<file path="config.mk">
export PLATFORM = sky130hd
export DESIGN_NAME = cv32e40p_tmr_fault_monitor
export DESIGN_NICKNAME = d
export VERILOG_FILES = /design/src/rtl/cv32e40p_pkg.sv /design/src/rtl/cv32e40p_tmr_persist_cnt.sv /design/src/rtl/cv32e40p_tmr_fault_monitor.sv
export SDC_FILE = /design/constraint.sdc
export NUM_CORES = 1
export LEC_CHECK = 0
export BUFFER_PORTS_ARGS = -buffer_cell sky130_fd_sc_hd__buf_2
export CORE_MARGIN = 2
export CORE_UTILIZATION = 49
export DETAILED_ROUTE_END_ITERATION = 10
export PLACE_DENSITY = 0.76
export SLEW_MARGIN = 15
export SYNTH_ARGS = -nofsm -noshare
export SYNTH_HDL_FRONTEND = slang
export SYNTH_SLANG_ARGS = --single-unit
</file>
<file path="constraint.sdc">
create_clock -name clk -period 1.95 [get_ports clk]
set_clock_uncertainty 0.2 [all_clocks]
set_input_delay 0.39 -clock clk [delete_from_list [all_inputs] [get_ports clk]]
set_output_delay 0.39 -clock clk [all_outputs]
set_load 0.03 [all_outputs]
</file>
<file path="src/rtl/cv32e40p_pkg.sv">
// Shared types and default constants for the TMR fault monitor.
// Optional build macro used by the monitor: CV32E40P_TMR_PERSIST_EN.
package cv32e40p_pkg;

  // Monitor FSM: no alarm, alarm pending acknowledge, persistent fault lock.
  typedef enum logic [1:0] {
    IDLE   = 2'd0,
    ALARM  = 2'd1,
    LOCKED = 2'd2
  } tmr_mon_state_e;

  localparam int unsigned TMR_N_SRC_DEF      = 3;
  localparam int unsigned TMR_CNT_W_DEF      = 8;
  localparam int unsigned TMR_PERSIST_TH_DEF = 4;

  // Run counters never need more than 4 bits (threshold capped at 15).
  localparam int unsigned TMR_RUN_W = 4;

endpackage

</file>
<file path="src/rtl/cv32e40p_tmr_persist_cnt.sv">
// Per-source consecutive-fault run counter.
// Counts sampled faults on one voter source, resets on a clean sample,
// holds when not sampled and saturates at TH.
// Ports:
//   clk, rst_n  clock / async active-low reset
//   clear_i     synchronous clear of the run count
//   sample_i    qualifier for fault_i
//   fault_i     faulty flag of this source
//   reach_c     combinational: this cycle's sample brings the count to TH
module cv32e40p_tmr_persist_cnt
  import cv32e40p_pkg::*;
#(
  parameter int unsigned TH = TMR_PERSIST_TH_DEF
) (
  input  logic clk,
  input  logic rst_n,
  input  logic clear_i,
  input  logic sample_i,
  input  logic fault_i,
  output logic reach_c
);

  logic [TMR_RUN_W-1:0] r_cnt;
  logic [TMR_RUN_W-1:0] w_cnt_nxt;

  // Next run count; clear has priority over sampling.
  always_comb begin
    w_cnt_nxt = r_cnt;
    if (clear_i) begin
      w_cnt_nxt = '0;
    end else if (sample_i) begin
      if (!fault_i) begin
        w_cnt_nxt = '0;
      end else if (r_cnt != TMR_RUN_W'(TH)) begin
        w_cnt_nxt = r_cnt + TMR_RUN_W'(1);
      end
    end
  end

  always_ff @(posedge clk or negedge rst_n) begin
    if (!rst_n) begin
      r_cnt <= '0;
    end else begin
      r_cnt <= w_cnt_nxt;
    end
  end

  // Early indication so the lock lands on the same edge the count hits TH.
  assign reach_c = !clear_i && sample_i && fault_i && (r_cnt >= TMR_RUN_W'(TH - 1));

endmodule

</file>
<file path="src/rtl/cv32e40p_tmr_fault_monitor.sv">
// TMR voter fault monitor: counts fault events, raises an acknowledgeable
// alarm with a syndrome of faulty sources and, when built with
// CV32E40P_TMR_PERSIST_EN, locks on persistent per-source faults.
// Ports:
//   clk, rst_n      clock / async active-low reset
//   sample_i        qualifies fault_i
//   fault_i         voter faulty flags, one bit per source
//   irq_ack_i       software acknowledge of the alarm
//   clear_i         synchronous full clear
//   irq_o           alarm request (state != IDLE)
//   syndrome_o      sources faulty in the current/last episode
//   total_cnt_o     saturating count of fault-event cycles
//   persist_o       persistent fault declared
//   persist_src_o   sticky per-source persistent flags
module cv32e40p_tmr_fault_monitor
  import cv32e40p_pkg::*;
#(
  parameter int unsigned N_SRC      = TMR_N_SRC_DEF,
  parameter int unsigned CNT_W      = TMR_CNT_W_DEF,
  parameter int unsigned PERSIST_TH = TMR_PERSIST_TH_DEF
) (
  input  logic             clk,
  input  logic             rst_n,
  input  logic             sample_i,
  input  logic [N_SRC-1:0] fault_i,
  input  logic             irq_ack_i,
  input  logic             clear_i,
  output logic             irq_o,
  output logic [N_SRC-1:0] syndrome_o,
  output logic [CNT_W-1:0] total_cnt_o,
  output logic             persist_o,
  output logic [N_SRC-1:0] persist_src_o
);

  if (PERSIST_TH < 1 || PERSIST_TH > 15) begin : g_bad_th
    $error("PERSIST_TH must be in 1..15");
  end

  tmr_mon_state_e   r_state;
  tmr_mon_state_e   w_state_nxt;
  logic             r_irq;
  logic [N_SRC-1:0] r_syn;
  logic [N_SRC-1:0] w_syn_nxt;
  logic [CNT_W-1:0] r_cnt;
  logic             w_event;
  logic             w_lock;

  assign w_event = sample_i && (|fault_i);

`ifdef CV32E40P_TMR_PERSIST_EN
  logic [N_SRC-1:0] w_reach;
  logic [N_SRC-1:0] r_persist_src;
  logic             r_persist;

  for (genvar k = 0; k < N_SRC; k++) begin : g_run
    cv32e40p_tmr_persist_cnt #(
      .TH (PERSIST_TH)
    ) u_run_cnt (
      .clk      (clk),
      .rst_n    (rst_n),
      .clear_i  (clear_i),
      .sample_i (sample_i),
      .fault_i  (fault_i[k]),
      .reach_c  (w_reach[k])
    );
  end

  assign w_lock = |w_reach;

  // Sticky persistent flags, only removed by clear or reset.
  always_ff @(posedge clk or negedge rst_n) begin
    if (!rst_n) begin
      r_persist_src <= '0;
      r_persist     <= 1'b0;
    end else if (clear_i) begin
      r_persist_src <= '0;
      r_persist     <= 1'b0;
    end else begin
      r_persist_src <= r_persist_src | w_reach;
      r_persist     <= |(r_persist_src | w_reach);
    end
  end

  assign persist_o     = r_persist;
  assign persist_src_o = r_persist_src;
`else
  assign w_lock        = 1'b0;
  assign persist_o     = 1'b0;
  assign persist_src_o = '0;
`endif

  // Next state and syndrome; a new episode overwrites, an ongoing one accumulates.
  always_comb begin
    w_state_nxt = r_state;
    w_syn_nxt   = r_syn;
    if (clear_i) begin
      w_state_nxt = IDLE;
      w_syn_nxt   = '0;
    end else begin
      unique case (r_state)
        IDLE: begin
          if (w_event) begin
            w_state_nxt = ALARM;
            w_syn_nxt   = fault_i;
          end
        end
        ALARM: begin
          if (irq_ack_i) begin
            if (w_event) begin
              w_syn_nxt = fault_i;
            end else begin
              w_state_nxt = IDLE;
            end
          end else if (w_event) begin
            w_syn_nxt = r_syn | fault_i;
          end
        end
        LOCKED: begin
          if (w_event) begin
            w_syn_nxt = r_syn | fault_i;
          end
        end
        default: begin
          w_state_nxt = IDLE;
        end
      endcase
      if (w_lock) begin
        w_state_nxt = LOCKED;
      end
    end
  end

  always_ff @(posedge clk or negedge rst_n) begin
    if (!rst_n) begin
      r_state <= IDLE;
      r_irq   <= 1'b0;
      r_syn   <= '0;
    end else begin
      r_state <= w_state_nxt;
      r_irq   <= (w_state_nxt != IDLE);
      r_syn   <= w_syn_nxt;
    end
  end

  // Saturating event counter.
  always_ff @(posedge clk or negedge rst_n) begin
    if (!rst_n) begin
      r_cnt <= '0;
    end else if (clear_i) begin
      r_cnt <= '0;
    end else if (w_event && (r_cnt != {CNT_W{1'b1}})) begin
      r_cnt <= r_cnt + CNT_W'(1);
    end
  end

  assign irq_o       = r_irq;
  assign syndrome_o  = r_syn;
  assign total_cnt_o = r_cnt;

endmodule

</file>
==> out/metrics.cfg <==
[sta]
period_share_pct=92.92
max_freq_ghz=0.5519
rsz0062_at_grt=false
min_period_ns=1.812
drv_slew=0
finalSetupViolCount=0
tns_ns=0
hold_violations=0

[drt]
ant_nets=0
drtIter0Drc=13
wl_per_cell_um=13.39
via_per_inst=5.754
routed-via-count=702
drc=0
drt-pass1-iter-count=4
drt-total-wl_um=1633

[synthesis]
synth-seq-cells=14
ys_types=33
synth_compound_area_share_pct=25.56
ys_seq_area_share_pct=42.11
synth_warnings=0
synthesis.area_um2=832.0
syn_inst=85
yosys.area_share.simple_pct=15.64
synthArstFlopShare_pct=100.0
synth.mux.area_fraction_pct=1.203
synth-edff-count=0
syn_area_per_cell_um2=9.789
synth_top_family_by_area=compound AO/OA/AOI/OAI gates
synthXorXnorAreaFrac_pct=1.053
synthAdderAreaFrac_pct=7.519
synth_top_flop_cell=dfrtp_1

[cts]
root_buffer=clkbuf_4
cts_sinks=14
post_cts_resized=0
cts_tree=yes
cts_hold_buf=1
ctsHtreeMaxLevel=1
insertion_delay_ns=0.28
cts_setup_buffers=0
numCtsBuffers=3
clk_path_buf_depth=2
cts.clk_slew.worst_paths_ns=0.08

[floorplan]
core_um2=1541
io_pins=24
die_x_um=45.21
dieArea_um2=2043
die_h_um=45.21
fp-row-count=14
start_util_pct=53.98

[grt]
antenna_found_initial=0
overflow=0
grt_pass1_vias=634
grt_max_degree=15
grt_usage_pct=18.14
grt_pass1_wl_um=2656

[min_path]
min_path_cells=3
hold_class=in2reg
hp-start=fault_i[1]

[power_and_ir_drop]
p_per_area_nw_per_um2=627.2
cellLeakagePower_nw=0.4623
irDropWorstVdd_uv=347.0
fin_total_pwr_mw=0.5996

[worst_setup_path]
cp_max_fo=5
crit-reg2reg-launch=r_state[0]
critPathLaunch=r_state[0]
rr_worst_depth=6
critPathCaptureType=register
path_class=reg2reg
crit_arrival_ns=1.78
start_kind=register
cp.required_ns=1.92

[placement]
routabilityCongestion=0.7910
dp_cells=118
port_buffers=19
hpwl_um=1220

[run_status]
status=completed

[layout]
final_common_cell=buf_2
post-route-util_pct=62.01
layout.nets=121
antenna-diode-count=0
area_delta_synth_final_pct=14.89
drive_above_1_share_pct=27.36
layout_common_cells=19 x buf_2, 14 x dfrtp_1, 7 x a21oi_1
instances_no_fill=122

[job]
maxCapViolations=0

-- Yosys cell counts (2+ instances only) --
library cell | n | share of area [%]
a31oi_1 | 3 | 2.3
dfrtp_1 | 14 | 42
or2_1 | 2 | 1.5
o31ai_4 | 2 | 5.1
nor2b_1 | 2 | 1.5
buf_4 | 4 | 3.6
nand3_1 | 4 | 2.4
nor2_2 | 2 | 1.5
o21ai_0 | 4 | 2.4
nand2_1 | 6 | 2.7
nor3_1 | 3 | 1.8
nor2_1 | 4 | 1.8
a21oi_1 | 7 | 4.2
inv_1 | 5 | 2.3
ha_1 | 5 | 7.5
-- flip-flops by register name (all words and copies together) (netlist names) --
name and cells:
irq_o 1, r_state 2, syndrome_o 3, total_cnt_o 8
-- through the flow --
step	hold WS (ns)	setup WS [ns]	cell area, µm²
6_report	0.1970	0.1382	955.9
3_3_place_gp	0.1032	0.2224	923.4
4_1_cts	0.1964	0.1374	955.9
3_5_place_dp	0.09880	0.1662	923.4
5_1_grt	0.2114	0.05205	955.9
2_1_floorplan	-0.1056	0.1637	843.3
-- routing by layer --
layer,track usage [%],vias to the layer above,share of wire (%)
li1,-,343,-
met1,25.19,328,45
met2,27.71,29,46
met3,3.600,2,6.7
met4,7.059,0,1.3
met5,0,-,0
-- where the power goes --
part / total [mW] / internal, mW / switching, mW
Sequential: 0.313 / 0.303 / 0.0104
Combinational: 0.123 / 0.0408 / 0.0823
Clock: 0.163 / 0.0717 / 0.0917
Total: 0.600 / 0.415 / 0.184
-- worst paths after layout --
| check | endpoint | slack (ns) |
|---|---|---|
| worst min register to register | syndrome_o[0] | 0.35 |
| max in group asynchronous | r_state[1] | 0.98 |
| min in group asynchronous | syndrome_o[0] | 0.34 |
| worst min-delay path | syndrome_o[1] | 0.20 |
| worst max register to register | irq_o | 0.14 |
| worst max-delay path | irq_o | 0.14 |
-- cells by family after synthesis --
| group | Yosys count |
|---|---|
| muxes | 1 |
| other | 1 |
| xor gates and xnor gates | 1 |
| DFF | 14 |
| adders and majority gates | 5 |
| AOI/OAI and AO/OA | 27 |
| and+or+nand+nor | 26 |
| buffers and inverters | 10 |
-- worst max-delay path, stage by stage, from the launching register on --
cell       delay (ns)
dfrtp_1          0.42
inv_1            0.09
ha_1             0.24
or2_1            0.25
a21oi_1          0.19
a2111oi_2        0.08
or2_1            0.25
-- cell type report --
class | count | area [µm²]
Clock buffer | 3 | 22.52
Fill cell | 138 | 585.6
Inverter | 5 | 18.77
Multi-Input combinational cell | 64 | 439.2
Sequential cell | 14 | 350.3
Tap cell | 16 | 20.02
Timing Repair Buffer | 20 | 105.1
(Power assumes the default switching activity.)
